--- src/rtl/air_hockey_pkg.sv ---
// Shared constants, colours and puck state encoding for the air-hockey blocks.
package air_hockey_pkg;

  localparam int WIDTH    = 96;
  localparam int HEIGHT   = 64;
  localparam int PADDLE_H = 20;
  localparam int PADDLE_W = 3;

  localparam logic [15:0] RED   = 16'hF800;
  localparam logic [15:0] BLUE  = 16'h001F;
  localparam logic [15:0] WHITE = 16'hFFFF;

  typedef enum logic [2:0] {
    ST_IDLE,
    ST_SERVE,
    ST_PLAY,
    ST_GOAL,
    ST_OVER
  } puck_state_t;

  // |a-b| <= lim, evaluated in 8-bit signed so small coordinates never wrap.
  function automatic logic within8(input logic [6:0] a, input logic [6:0] b,
                                   input logic [7:0] lim);
    logic signed [7:0] d;
    d = $signed({1'b0, a}) - $signed({1'b0, b});
    if (d < 0) d = -d;
    return d <= $signed(lim);
  endfunction

endpackage

--- src/rtl/puck_collision.sv ---
// Combinational wall, paddle and goal detection on the current puck position.
module puck_collision #(
  parameter int WIDTH    = air_hockey_pkg::WIDTH,
  parameter int HEIGHT   = air_hockey_pkg::HEIGHT,
  parameter int PADDLE_H = air_hockey_pkg::PADDLE_H,
  parameter int PADDLE_W = air_hockey_pkg::PADDLE_W
) (
  input  logic [6:0] i_puckX,
  input  logic [6:0] i_puckY,
  input  logic       i_dxPos,
  input  logic       i_dyPos,
  input  logic [6:0] i_userX,
  input  logic [6:0] i_userY,
  input  logic [6:0] i_audioX,
  input  logic [6:0] i_audioY,
  output logic       o_flipX,
  output logic       o_flipY,
  output logic       o_goalL,
  output logic       o_goalR
);
  import air_hockey_pkg::*;

  localparam logic signed [7:0] C_XMAX = 8'(WIDTH - 1);
  localparam logic signed [7:0] C_YMAX = 8'(HEIGHT - 1);
  localparam logic signed [7:0] C_HW   = 8'(PADDLE_W / 2);
  localparam logic signed [7:0] C_YWIN = 8'(PADDLE_H / 2 + 1);

  logic signed [7:0] w_px, w_py, w_ux, w_ax;
  logic w_userYok, w_audioYok, w_userHit, w_audioHit;

  assign w_px = $signed({1'b0, i_puckX});
  assign w_py = $signed({1'b0, i_puckY});
  assign w_ux = $signed({1'b0, i_userX});
  assign w_ax = $signed({1'b0, i_audioX});

  assign w_userYok  = within8(i_puckY, i_userY, C_YWIN);
  assign w_audioYok = within8(i_puckY, i_audioY, C_YWIN);

  assign o_goalL = !i_dxPos && (w_px - 8'sd1 == 8'sd0);
  assign o_goalR =  i_dxPos && (w_px + 8'sd1 == C_XMAX);

  assign w_userHit  = !i_dxPos && (w_px - 8'sd1 == w_ux + C_HW + 8'sd1) && w_userYok;
  assign w_audioHit =  i_dxPos && (w_px + 8'sd1 == w_ax - C_HW - 8'sd1) && w_audioYok;

  assign o_flipX = w_userHit | w_audioHit;
  assign o_flipY = (!i_dyPos && (w_py - 8'sd1 == 8'sd0)) ||
                   ( i_dyPos && (w_py + 8'sd1 == C_YMAX));

endmodule

--- src/rtl/air_hockey_puck.sv ---
// Puck engine: movement, bounces, goals, scoring and serve/pause/over sequencing.
module air_hockey_puck #(
  parameter int WIDTH       = air_hockey_pkg::WIDTH,
  parameter int HEIGHT      = air_hockey_pkg::HEIGHT,
  parameter int PADDLE_H    = air_hockey_pkg::PADDLE_H,
  parameter int PADDLE_W    = air_hockey_pkg::PADDLE_W,
  parameter int PAUSE_TICKS = 32,
  parameter int WIN_SCORE   = 7
) (
  input  logic        clkPaddle,
  input  logic        rst,
  input  logic        sw15,
  input  logic [6:0]  x,
  input  logic [6:0]  y,
  input  logic [6:0]  userPaddleX,
  input  logic [6:0]  userPaddleY,
  input  logic [6:0]  audioPaddleX,
  input  logic [6:0]  audioPaddleY,
  output logic [6:0]  puckX,
  output logic [6:0]  puckY,
  output logic        puckAppear,
  output logic [15:0] puck_col,
  output logic [3:0]  userScore,
  output logic [3:0]  audioScore,
  output logic        goalPulse,
  output logic        gameOver
);
  import air_hockey_pkg::*;

  localparam int               CNT_W  = $clog2(PAUSE_TICKS + 1);
  localparam logic [6:0]       C_CX   = 7'(WIDTH / 2);
  localparam logic [6:0]       C_CY   = 7'(HEIGHT / 2);
  localparam logic [3:0]       C_WIN  = 4'(WIN_SCORE);
  localparam logic [CNT_W-1:0] C_LAST = CNT_W'(PAUSE_TICKS - 1);

  puck_state_t      r_state, w_stateN;
  logic [6:0]       r_puckX, r_puckY, w_puckXN, w_puckYN;
  logic             r_dxPos, r_dyPos, r_serveDir, w_dxPosN, w_dyPosN, w_serveDirN;
  logic [3:0]       r_userScore, r_audioScore, w_userScoreN, w_audioScoreN;
  logic             r_goalPulse, r_gameOver, w_goalPulseN, w_gameOverN;
  logic [CNT_W-1:0] r_cnt, w_cntN;
  logic             w_clr, w_flipX, w_flipY, w_goalL, w_goalR;

  assign w_clr = rst | ~sw15;

  puck_collision #(
    .WIDTH   (WIDTH),
    .HEIGHT  (HEIGHT),
    .PADDLE_H(PADDLE_H),
    .PADDLE_W(PADDLE_W)
  ) u_collision (
    .i_puckX (r_puckX),
    .i_puckY (r_puckY),
    .i_dxPos (r_dxPos),
    .i_dyPos (r_dyPos),
    .i_userX (userPaddleX),
    .i_userY (userPaddleY),
    .i_audioX(audioPaddleX),
    .i_audioY(audioPaddleY),
    .o_flipX (w_flipX),
    .o_flipY (w_flipY),
    .o_goalL (w_goalL),
    .o_goalR (w_goalR)
  );

  always_ff @(posedge clkPaddle) begin
    if (w_clr) begin
      r_state      <= ST_IDLE;
      r_puckX      <= C_CX;
      r_puckY      <= C_CY;
      r_dxPos      <= 1'b1;
      r_dyPos      <= 1'b1;
      r_serveDir   <= 1'b1;
      r_userScore  <= '0;
      r_audioScore <= '0;
      r_goalPulse  <= 1'b0;
      r_gameOver   <= 1'b0;
      r_cnt        <= '0;
    end else begin
      r_state      <= w_stateN;
      r_puckX      <= w_puckXN;
      r_puckY      <= w_puckYN;
      r_dxPos      <= w_dxPosN;
      r_dyPos      <= w_dyPosN;
      r_serveDir   <= w_serveDirN;
      r_userScore  <= w_userScoreN;
      r_audioScore <= w_audioScoreN;
      r_goalPulse  <= w_goalPulseN;
      r_gameOver   <= w_gameOverN;
      r_cnt        <= w_cntN;
    end
  end

  always_comb begin
    w_stateN      = r_state;
    w_puckXN      = r_puckX;
    w_puckYN      = r_puckY;
    w_dxPosN      = r_dxPos;
    w_dyPosN      = r_dyPos;
    w_serveDirN   = r_serveDir;
    w_userScoreN  = r_userScore;
    w_audioScoreN = r_audioScore;
    w_goalPulseN  = 1'b0;
    w_gameOverN   = 1'b0;
    w_cntN        = r_cnt;
    unique case (r_state)
      ST_IDLE: w_stateN = ST_SERVE;
      ST_SERVE: begin
        w_puckXN = C_CX;
        w_puckYN = C_CY;
        w_dxPosN = r_serveDir;
        w_dyPosN = 1'b1;
        w_stateN = ST_PLAY;
      end
      ST_PLAY: begin
        // Goals take priority and freeze the position; otherwise flips feed the move.
        if (w_goalL) begin
          if (r_audioScore < C_WIN) w_audioScoreN = r_audioScore + 4'd1;
          w_serveDirN  = 1'b0;
          w_goalPulseN = 1'b1;
          w_cntN       = '0;
          w_stateN     = ST_GOAL;
        end else if (w_goalR) begin
          if (r_userScore < C_WIN) w_userScoreN = r_userScore + 4'd1;
          w_serveDirN  = 1'b1;
          w_goalPulseN = 1'b1;
          w_cntN       = '0;
          w_stateN     = ST_GOAL;
        end else begin
          w_dxPosN = r_dxPos ^ w_flipX;
          w_dyPosN = r_dyPos ^ w_flipY;
          w_puckXN = w_dxPosN ? r_puckX + 7'd1 : r_puckX - 7'd1;
          w_puckYN = w_dyPosN ? r_puckY + 7'd1 : r_puckY - 7'd1;
        end
      end
      ST_GOAL: begin
        w_puckXN = C_CX;
        w_puckYN = C_CY;
        if (r_cnt == C_LAST) begin
          w_cntN = '0;
          if (r_userScore == C_WIN || r_audioScore == C_WIN) begin
            w_stateN    = ST_OVER;
            w_gameOverN = 1'b1;
          end else begin
            w_stateN = ST_SERVE;
          end
        end else begin
          w_cntN = r_cnt + 1'b1;
        end
      end
      ST_OVER: begin
        w_puckXN    = C_CX;
        w_puckYN    = C_CY;
        w_gameOverN = 1'b1;
      end
      default: w_stateN = ST_IDLE;
    endcase
  end

  assign puckX      = r_puckX;
  assign puckY      = r_puckY;
  assign userScore  = r_userScore;
  assign audioScore = r_audioScore;
  assign goalPulse  = r_goalPulse;
  assign gameOver   = r_gameOver;
  assign puckAppear = within8(x, puckX, 8'd1) & within8(y, puckY, 8'd1);
  assign puck_col   = WHITE;

endmodule

--- config.mk ---
export PLATFORM = sky130hd
export DESIGN_NAME = air_hockey_puck
export DESIGN_NICKNAME = d
export VERILOG_FILES = /design/src/rtl/air_hockey_pkg.sv /design/src/rtl/puck_collision.sv /design/src/rtl/air_hockey_puck.sv
export SDC_FILE = /design/constraint.sdc
export NUM_CORES = 1
export LEC_CHECK = 0
export CAP_MARGIN = 10
export CORE_MARGIN = 5
export CORE_UTILIZATION = 45
export DETAILED_ROUTE_END_ITERATION = 6
export HOLD_SLACK_MARGIN = 0.1
export PLACE_DENSITY_LB_ADDON = 0.25
export SLEW_MARGIN = 40
export SYNTH_ARGS = -nofsm -noshare
export SYNTH_HDL_FRONTEND = slang
export SYNTH_SLANG_ARGS = --single-unit
--- constraint.sdc ---
create_clock -name clkPaddle -period 7.4 [get_ports clkPaddle]
set_input_delay 1.11 -clock clkPaddle [delete_from_list [all_inputs] [get_ports clkPaddle]]
set_output_delay 1.11 -clock clkPaddle [all_outputs]
set_load 0.005 [all_outputs]
==> summary by stage, run 1 <==
Worst setup path
The worst-path cell with the longest stage delay is sky130_fd_sc_hd__clkdlybuf4s50_1. The required time of the worst setup path is about 6300 ps. The signal on the critical path passes through clkdlybuf4s50_1, inv_1, ha_1, inv_1, fa_1, a21o_1, a21oi_1, o21bai_1, a21oi_1, xnor2_1, nand2_1, a2111oi_0, o211ai_1, a22oi_1, clkdlybuf4s50_1.

Along the worst path, the maximum fanout reaches 6. The category of the most critical setup path is input pin to output pin. The cell type group with the largest total delay on the critical path is compound AO/OA/AOI/OAI gates. STA classifies the critical path endpoint as an output pin. The delay contributed by the slowest stage of the critical path is 530 ps. The critical path contains buffers and inverters numbering 4 combined. The data arrival time of the critical path is around 4500 ps. STA classifies the critical path startpoint as an input pin.

Global route
Across every metal layer, demand over resource in global routing totals 0.184. Entering global routing, the biggest net connects 22 pins. In the global route stage, met2 resource usage came out at 0.310. For this run, global-route usage on met3 was measured as 0.0304.

The first global-routing pass estimated about 18000 µm of wire. The total global routing overflow is 0. The global routing met1 resource utilization is 0.246. The via count of the first global-routing pass is 4057.

met2 is the most crowded layer. The number of antenna violations at the first check in global routing is 0.

Worst hold path
The min-delay analysis places its worst path in the category flip-flop to flip-flop.

Yosys
In this run the cell area of the synthesized design comes to between 4000 and 5000 µm². Yosys instantiated no cell more often than sky130_fd_sc_hd__nor2_1. The top flip-flop cell by instance count after synthesis is sky130_fd_sc_hd__dfxtp_1. The number of synthesis warnings is 0.

Counting flops with a built-in enable in the synthesized netlist gives 0. The count of different cell masters after synthesis is about 70. Sorting the synthesized cells by how often they occur yields sky130_fd_sc_hd__nor2_1 (61), sky130_fd_sc_hd__ha_1 (47), sky130_fd_sc_hd__nand2_1 (44), sky130_fd_sc_hd__inv_1 (42), sky130_fd_sc_hd__xnor2_1 (42). By area the synthesized netlist is led by sky130_fd_sc_hd__dfxtp_1 (17%), sky130_fd_sc_hd__ha_1 (14%), sky130_fd_sc_hd__xnor2_1 (8.5%), sky130_fd_sc_hd__nor2_1 (5.3%), sky130_fd_sc_hd__xor2_1 (3.8%). In this run, synthesis produced a sequential element count of 36. The post-synthesis cell count is 571. The average footprint of a synthesized cell is ~7.6 µm². For this run, the register share of the synthesized area comes to 0.166.

The area share of the leading cell type in the synthesized netlist is 0.166. The largest total area in the synthesized netlist belongs to sky130_fd_sc_hd__dfxtp_1. The proportion of synthesized flip-flops having asynchronous set or reset is 0.

Floorplanning
The overall die area is 11700 µm². The initial utilization of the core area, before any placement, comes to 0.465. The site row count is 35. The standard cell core area is a little over 9000 µm².

Measured along the x axis, the die boundary spans 108 µm. The number of top-level pins is 86. The die boundary height is ~110 µm.

Timing
The final number of max-transition violations came to 0. Dividing the final minimum period by the clock period gives 0.764. Static timing analysis puts the maximum clock frequency at 177 MHz. The minimum clock period is 5650 ps.

Across the routed clock network, the largest skew measured is around 2.8 ps. The final-layout worst hold slack is between 500 and 600 ps. Setup repair after global routing left no endpoint under its margin.

The final number of setup-violating endpoints is 0. The total negative slack for setup checks is 0 ps. The worst path meets setup with approximately 1700 ps of slack.

At the pin with the least slew margin, the transition time is between 800 and 900 ps. The number of hold-slack violations in the final timing report is 0. The worst relative slew slack is 0.465.

Clocking
In this run the number of H-tree levels came out at 2. The number of hold buffers added after CTS is 0. The total CTS buffers is 5. The clock passes through at most 2 buffers. The clock drives 36 sinks. TritonCTS built the clock tree.

At the later pin of the worst-skew pair, clock insertion delay measures between 200 and 300 ps. The clock slew at the register clock pins of the worst setup and hold paths is 70 ps. The root cell of the clock tree is sky130_fd_sc_hd__clkbuf_8.

The count of buffers added by post-CTS timing repair for setup is 0. In this run, post-CTS repair resized a total of 0 instances.

Placed design
Summed over all nets, the half-perimeter wirelength after detailed placement is about 8800 µm. The congestion estimate from routability-driven global placement came to 0.861. Buffers placed on the I/O ports in this run total 69. Before CTS, the worst setup slack after placement is ~1800 ps.

Cells and area
The number of inserted filler cells in the final layout is approximately 900. Of the cells placed in the final design, the portion with a size suffix greater than 1 is 0.0377. The final layout net count is approximately 730.

The growth of design area from synthesis to finish is 19.0%. The antenna diode instance count is 0.

Drt
The final layout contains routed wiring with a total length of 11100 µm. The first-iteration detailed-routing DRC count is just under 300. Dividing the detail-routed wire length by the instance count gives between 10 and 15 µm. In the routed design, unresolved DRC markers number 0. The number of iterations in the first detailed-routing pass is 5. The detail route stage leaves a number of antenna-violating nets equal to 0. The mean number of vias per cell is ~5.6. The routed layout has 4289 vias.

Flow run
The tool flagged a number of max-cap violations equal to 0.

Status
The flow ran to the end, and the final reports show no timing, DRC or antenna violations.

Power
Across the VDD grid, the largest voltage drop is between 0.00008 and 0.00009 V. Summed over all cells, the static leakage comes to 0.00216 µW. Dividing total power by cell area gives a power density of ~94 nW/µm².
[power breakdown]
| part | total (µW) | internal, µW | switching [µW] |
|---|---|---|---|
| Sequential | 197 | 195 | 2.62 |
| Clock | 131 | 64.0 | 67.2 |
| Combinational | 155 | 72.6 | 82.2 |
[through the flow]
step	total power (µW)	instance area, µm²	util	instances
finish	484	5160	0.554	765
global route	510	5160	0.554	765
CTS	485	5160	0.554	765
detailed placement	355	5090	0.545	758
global placement	349	5090	0.545	758
floorplan	312	4400	-	586
[placed cells by master, fill, tap and decap left out, types with 19 or more instances in the layout]
| cell type | netlist | routed |
|---|---|---|
| sky130_fd_sc_hd__clkdlybuf4s50_1 | 0 | 69 |
| sky130_fd_sc_hd__nor2_1 | 61 | 61 |
| sky130_fd_sc_hd__ha_1 | 47 | 47 |
| sky130_fd_sc_hd__nand2_1 | 44 | 44 |
| sky130_fd_sc_hd__inv_1 | 42 | 42 |
| sky130_fd_sc_hd__xnor2_1 | 42 | 42 |
| sky130_fd_sc_hd__dfxtp_1 | 36 | 36 |
| sky130_fd_sc_hd__a21oi_1 | 30 | 30 |
| sky130_fd_sc_hd__nand3_1 | 23 | 23 |
| sky130_fd_sc_hd__o21ai_0 | 21 | 21 |
| sky130_fd_sc_hd__xor2_1 | 19 | 19 |
[layer usage]
metal  vias to the layer above  wire [µm]
li1                       2137          -
met1                      1996       5180
met2                       139       5080
met3                        17        691
met4                         0        177
met5                         -          0
[state kept, by name, indices dropped and copies added, names as in the netlist]
| signal | flops |
|---|---|
| goalPulse | 1 |
| puckY | 7 |
| puckX | 7 |
| r_state | 3 |
| r_dxPos | 1 |
| r_dyPos | 1 |
| r_cnt | 6 |
| gameOver | 1 |
| userScore | 4 |
| r_serveDir | 1 |
| audioScore | 4 |
[tightest hold or removal path, delay by kind of cell (launching register included)]
family / cells / cell delay, ps
AO/OA/AOI/OAI: 1 / 90
AND/OR/NAND/NOR: 1 / 60
flip-flops: 1 / 340
[worst paths after layout]
kind | from | endpoint | slack, ps | cells past startpoint
worst min register to register | r_serveDir | r_serveDir | 520 | 2
worst max-delay path | y[0] | puckAppear | 1750 | 15
worst min-delay path | r_serveDir | r_serveDir | 520 | 2
worst max register to register | puckY[0] | puckX[6] | 2880 | 16
[area by class of cell]
class | instances | area, µm² | area share
clock buffers | 6 | 72.6 | 0.0141
clock inverters | 1 | 5.00 | 0.000969
inverters | 46 | 173 | 0.0334
multi-input cells | 477 | 3330 | 0.646
flip-flops and latches | 36 | 721 | 0.140
well taps | 129 | 161 | 0.0313
repair buffers | 70 | 698 | 0.135
[cells by family (layout without fill, tap and decap cells)]
| group | Yosys count | after routing | share of synthesized area |
|---|---|---|---|
| simple gates | 204 | 204 | 0.234 |
| fa+ha+maj | 52 | 52 | 0.159 |
| xor+xnor | 62 | 62 | 0.127 |
| other cells | 1 | 16 | 0.000864 |
| mux | 13 | 13 | 0.0311 |
| buf+inv | 73 | 123 | 0.0784 |
| compound gates | 130 | 130 | 0.204 |
| flops | 36 | 36 | 0.166 |
Power figures use the tool's default switching activity.
==> run 2: changes to the inputs <==
Clock period 7.4 ns to 4.8 ns, I/O delays scaled along.
==> summary by stage, run 2 (synthesized netlist as in run 1, its figures left out) <==
Worst hold path
The number of instances on the worst hold path was 2 (unchanged). The startpoint of the tightest hold check path is r_serveDir. The classification of the worst-slack hold path is flip-flop to flip-flop.

Timing
The worst relative slew slack is 0.499 (+0.0338). In the finished design, the share of the clock period the worst path needs comes to 0.943. The final number of setup-violating endpoints is 0 (unchanged).

The final-layout worst hold slack is 506 ps (-14.3 ps). The worst-case clock skew is 7.75 ps (+4.98 ps). The total negative slack for setup checks is 0 ps (unchanged). Setup repair after global routing left no endpoint under its margin. The minimum clock period is ~4500 ps. Static timing analysis puts the maximum clock frequency at roughly 220 MHz. The slew at the pin closest to its max-slew limit was 744 ps (-58.5 ps). The final number of max-transition violations is 0 (unchanged). The number of hold-slack violations in the final timing report was 0 (unchanged).

Floorplanning
The die boundary height is 108 µm (unchanged). The site row count is 35 (unchanged). The overall die area is 11700 µm² (unchanged). The die boundary width was 108 µm (unchanged). The number of top-level pins is 86 (unchanged). The initial cell density of the core came to 0.465 (unchanged). The standard cell core area is 9330 µm² (unchanged).

Worst setup path
STA classifies the critical path startpoint as an input pin. The largest individual stage delay along the critical path comes from the cell sky130_fd_sc_hd__or4_4. Walking the worst path, the cells encountered are clkdlybuf4s50_1, ha_1, inv_1, fa_1, a21oi_1, o21ai_0, nor4bb_1, o31ai_1, o211ai_1, a41o_1, and2_1, nor2_1, xnor2_1, ha_1, or4_4, o32a_2, mux2_4. The data arrival time of the critical path was 4700 ps (+160 ps). The delay contributed by the slowest stage of the critical path came to 540 ps (about the same). The category of the most critical setup path is input pin to flip-flop. The number of logic stages on the critical path including buffering is 17 (+2). The cell type group with the largest total delay on the critical path is compound AO/OA/AOI/OAI gates. The worst reg2reg path depth is 15 (-1). The setup slack on the worst flop-to-flop path came to 440 ps (-2440 ps). The worst setup path is captured at a flip-flop. The critical path starts at userPaddleY[0]. The required time of the worst setup path came to 4980 ps (-1310 ps). The cell repeated most along the worst path is sky130_fd_sc_hd__ha_1. The maximum fanout count along the critical path is 4 (-2). The startpoint of the worst register-to-register path is puckY[0]. The buffer and inverter count on the worst path came to 2 (-2).

Global route
The maximum number of pins on one net before global-route repair is 22 (unchanged). The number of antenna violations at the first check in global routing is 0 (unchanged). The total global routing track utilization is 0.195 (+0.0103). The first-pass GRT wire length was 19000 µm (+4.4%). The via count of the first global-routing pass is 4194 (+3.4%). The total global routing overflow is 0 (unchanged).

Drt
The number of iterations in the first detailed-routing pass is 5 (unchanged). The detail-routed net length per standard cell is 14.8 µm (+1.8%). The first-iteration detailed-routing DRC count is 309 (+5.5%). The mean number of vias per cell is 5.52 (-1.5%). The overall routed net length is 11500 µm (+3.4%).

The residual DRC count came to 0 (unchanged). The overall via count from detail_route is 4291 (+0.047%). The post-detailed-route count of antenna-violating nets is 0 (unchanged).

Power
The cell leakage power is 0.00226 µW (+4.6%). The peak ir drop on the vdd network is 0.000164 V (+88%). The power per cell area came to 153 nW/µm² (+64%).

Clocking
The total CTS buffers is 5 (unchanged). The clock slew at the register clock pins of the worst setup and hold paths came to 70 ps (about the same). The CTS H-tree depth was 2 (unchanged).

The CTS tree is done. The cell sitting at the root of the clock tree is a sky130_fd_sc_hd__clkbuf_8. The buffer levels on the longest clock path is 2 (unchanged). The number of hold buffers added after CTS was 0 (unchanged).

The source-to-sink clock delay at the later pin of the worst-skew pair is 280 ps (about the same). The post-CTS resize count is 0 (unchanged). The clock sink count came to 36 (unchanged). The count of buffers added by post-CTS timing repair for setup is 0 (unchanged).

Placed design
The half-perimeter wire length after detailed placement was 9030 µm (+2.7%). The number of port buffers is 69 (unchanged). The instance area at placement is 5170 µm² (+1.6%). The final weighted congestion of routability-driven global placement came to 0.862 (+0.14%).

Cells and area
The most common library cell in the layout ignoring fill and taps is sky130_fd_sc_hd__clkdlybuf4s50_1. The final design area excluding fillers is 5330 µm² (+3.3%). The final cell utilization of the core is 0.572 (+0.0181). The proportion of layout cells with a drive suffix above 1 is 0.0694 (+0.0317).

The final layout net count is 744 (+1.5%). From synthesis to final layout, the design area changed by 22.9%. In the layout the commonest cells are sky130_fd_sc_hd__clkdlybuf4s50_1 (68), sky130_fd_sc_hd__nor2_1 (61), sky130_fd_sc_hd__ha_1 (46). The antenna diode instance count came to 0 (unchanged).

Flow run
The number of max-capacitance violations reported is 0 (unchanged).

Status
The run finished with clean final reports.
-- run 2: final cells by class --
class	count	area [µm²]
Clock buffer	6	72.6
Clock inverter	2	35.0
Fill cell	883	3990
Inverter	46	173
Multi-Input combinational cell	477	3390
Sequential cell	36	721
Tap cell	129	161
Timing Repair Buffer	81	783
-- run 2: through the flow --
step / power (µW) / instances / worst slack (ps)
final: 818 / 777 / 273
after detailed placement: 552 / 769 / 21.4
after CTS: 813 / 777 / 31.7
after global placement: 545 / 769 / 90.6
after floorplan: 480 / 586 / 601
after global routing: 865 / 777 / 11.2
-- run 2: power breakdown --
part	internal (µW)	total, µW	switching [µW]
registers	300	304	3.52
logic	120	254	133
clock network	154	260	106
-- run 2: routing by layer --
| layer | GRT usage | up-vias | part of all wire |
|---|---|---|---|
| li1 | - | 2155 | - |
| met1 | 0.262 | 1983 | 0.46 |
| met2 | 0.324 | 134 | 0.46 |
| met3 | 0.0352 | 19 | 0.059 |
| met4 | 0.0451 | 0 | 0.015 |
| met5 | 0 | - | 0 |
-- run 2: final timing paths --
path / to
min: r_serveDir
max: puckX[6]
max reg2reg: puckX[6]
min reg2reg: r_serveDir
-- run 2: worst register-to-register path: cells and delay by family, from the launching register on --
kind | cells | cell delay (ps)
AOI/OAI and AO/OA | 5 | 1050
xor gates and xnor gates | 1 | 130
adders and majority gates | 4 | 1140
buffers and inverters | 1 | 120
DFF | 1 | 570
muxes | 1 | 300
and+or+nand+nor | 3 | 930
==> run 3: changes to the inputs <==
Settings changed: CTS_CLUSTER_DIAMETER set to 120, GPL_TIMING_DRIVEN set to 1, RECOVER_POWER set to 25.
==> summary by stage, run 3 (synthesized netlist as in run 1, its figures left out) <==
Status
The run finished with clean final reports.

Power
The switching share of power is 0.297 (+0.000439). The internal portion of total power is 575 µW (about the same). The clock power share is 0.319 (about the same). The fraction of power consumed by sequential logic is 0.372 (about the same). The power per cell area is 153 nW/µm² (about the same). The peak ir drop on the vdd network is 0.000164 V (+0.11%).

The share of power burned in combinational logic is 0.310 (about the same). The cell leakage power is 0.00230 µW (+1.9%). The switching power is 243 µW (+0.17%).

Timing
The worst path setup slack after routing is 261 ps (-12.1 ps). The minimum clock period came to 4540 ps (+12.1 ps). The total negative slack for setup checks was 0 ps (unchanged). The final-layout worst hold slack came to 507 ps (+0.846 ps). The final number of setup-violating endpoints is 0 (unchanged).

The slew at the pin closest to its max-slew limit came to 867 ps (+124 ps). The maximum clock frequency is 220 MHz (-0.27%). Setup repair after global routing left no endpoint under its margin.

The final critical-path share of the clock period is 0.946 (+0.00252). The worst-case clock skew is 7.29 ps (-0.464 ps). The worst relative slew slack is 0.422 (-0.0772).

The number of hold-slack violations in the final timing report is 0 (unchanged). The final number of max-transition violations is 0 (unchanged).

Floorplanning
The die boundary width is 108 µm (unchanged). The site row count is 35 (unchanged). The overall die area was 11700 µm² (unchanged). The number of top-level pins is 86 (unchanged).

The standard cell core area is 9330 µm² (unchanged). The initial cell density of the core is 0.465 (unchanged). The die boundary height is 108 µm (unchanged).

Clocking
The root cell of the clock tree is sky130_fd_sc_hd__clkbuf_8. The number of hold buffers added after CTS is 0 (unchanged). The source-to-sink clock delay at the later pin of the worst-skew pair came to 280 ps (about the same).

TritonCTS built the clock tree. The clock slew at the register clock pins of the worst setup and hold paths is 70 ps (about the same). The total CTS buffers is 5 (unchanged).

The buffer levels on the longest clock path came to 2 (unchanged). The clock sink count is 36 (unchanged). The CTS H-tree depth was 2 (unchanged).

Drt
The overall routed net length is 11500 µm (about the same). The residual DRC count was 0 (unchanged). The post-detailed-route count of antenna-violating nets is 0 (unchanged). The detail-routed net length per standard cell is 14.8 µm (about the same).

The mean number of vias per cell is 5.53 (+0.21%). The number of iterations in the first detailed-routing pass is 5 (unchanged). The first-iteration detailed-routing DRC count is 298 (-3.6%). The overall via count from detail_route is 4300 (+0.21%).

Cells and area
The most common library cell in the layout ignoring fill and taps is sky130_fd_sc_hd__nor2_1. The growth of design area from synthesis to finish is 22.9% (about the same). The final design area excluding fillers is 5330 µm² (about the same). The multi-input gate area in the final layout came to 3390 µm² (about the same). The number of inserted filler cells in the final layout came to 883 (unchanged). The antenna diode instance count is 0 (unchanged). The proportion of layout cells with a drive suffix above 1 is 0.0679 (-0.00154). The final layout net count came to 744 (unchanged). The library cells used most frequently in the layout, excluding fill and tap cells, are sky130_fd_sc_hd__nor2_1 (61), sky130_fd_sc_hd__clkdlybuf4s50_1 (56), sky130_fd_sc_hd__ha_1 (46). The register area is 721 µm² (unchanged).

Worst hold path
The tightest min-delay check is of the flip-flop to flip-flop type.

Placed design
The instance area at placement is 5170 µm² (unchanged). The final weighted congestion of routability-driven global placement is 0.862 (unchanged). The worst setup slack after placement is 21.4 ps (unchanged). The half-perimeter wire length after detailed placement was 9030 µm (unchanged). The number of port buffers is 69 (unchanged).

Worst setup path
The delay contributed by the slowest stage of the critical path is 540 ps (about the same). The required time of the worst setup path is 4980 ps (about the same). The cell type group with the largest total delay on the critical path is compound AO/OA/AOI/OAI gates. The buffer and inverter count on the worst path was 2 (unchanged). The category of the most critical setup path is input pin to flip-flop. The cell repeated most along the worst path is sky130_fd_sc_hd__ha_1. Traced cell by cell, the critical path runs through clkdlybuf4s50_1, ha_1, inv_1, fa_1, a21oi_1, o21ai_0, nor4bb_1, o31ai_1, o211ai_1, a41o_1, and2_1, nor2_1, xnor2_1, ha_1, or4_4, o32a_2, mux2_4. The data arrival time of the critical path is 4720 ps (+20 ps). The worst-path cell with the longest stage delay is sky130_fd_sc_hd__or4_4.

STA classifies the critical path endpoint as a flip-flop. STA classifies the critical path startpoint as an input pin. The maximum fanout count along the critical path is 4 (unchanged).

Global route
The number of antenna violations at the first check in global routing was 0 (unchanged). The total global routing track utilization was 0.195 (unchanged). The maximum number of pins on one net before global-route repair is 22 (unchanged).

The via count of the first global-routing pass is 4194 (unchanged). The total global routing overflow is 0 (unchanged). The first-pass GRT wire length is 19000 µm (unchanged).

Flow run
The number of max-capacitance violations reported came to 0 (unchanged).
==> run 3: cell types whose count changed in the layout (fill, tap and decap cells not counted) <==
| cell | change |
|---|---|
| sky130_fd_sc_hd__clkdlybuf4s50_1 | -12 |
| sky130_fd_sc_hd__dlygate4sd3_1 | +12 |
| sky130_fd_sc_hd__nand2b_1 | +1 |
| sky130_fd_sc_hd__nand2b_2 | -1 |
==> run 3: metal layers <==
| layer | global-route usage | routed length [µm] | vias to the layer above |
|---|---|---|---|
| li1 | - | - | 2158 |
| met1 | 0.262 | 5330 | 1986 |
| met2 | 0.324 | 5350 | 138 |
| met3 | 0.0352 | 667 | 18 |
| met4 | 0.0451 | 156 | 0 |
| met5 | 0 | 0 | - |
==> run 3: path summary, 6_finish.rpt <==
path	start	to	slack, ps	cells after the start
setup reg to reg	puckY[0]	puckX[6]	430	15
setup / recovery	userPaddleY[0]	puckX[6]	260	17
hold reg to reg	r_serveDir	r_serveDir	510	2
hold / removal	r_serveDir	r_serveDir	510	2
==> run 3: per-stage QoR <==
step	power [µW]	cells	util
global route	865	777	0.572
global placement	545	769	0.554
CTS	813	777	0.566
finish	818	777	0.572
detailed placement	552	769	0.554
floorplan	480	586	-
==> run 3: area by class of cell <==
| class | count | share of cell area |
|---|---|---|
| tap | 129 | 0.0303 |
| multi-input combinational | 477 | 0.635 |
| inverter | 46 | 0.0324 |
| clock buffer | 6 | 0.0136 |
| sequential | 36 | 0.135 |
| timing repair buffer | 81 | 0.147 |
| clock inverter | 2 | 0.00657 |
==> run 3: tightest hold or removal path, stage by stage (launching register included) <==
cell	delay, ps
sky130_fd_sc_hd__dfxtp_1	330
sky130_fd_sc_hd__o21ai_0	80
sky130_fd_sc_hd__nand2_1	60
==> run 3: power groups by stage <==
stage	logic, µW	registers (µW)	clock network [µW]
6_report	253	304	261
5_1_grt	281	304	280
4_1_cts	243	304	266
3_5_place_dp	241	311	0
3_3_place_gp	234	311	0
2_1_floorplan	171	309	0
==> run 3: timing repair <==
action	in CTS	in global routing
setup endpoints to repair	0	2
gates resized for setup	0	11
buffers inserted	0	0
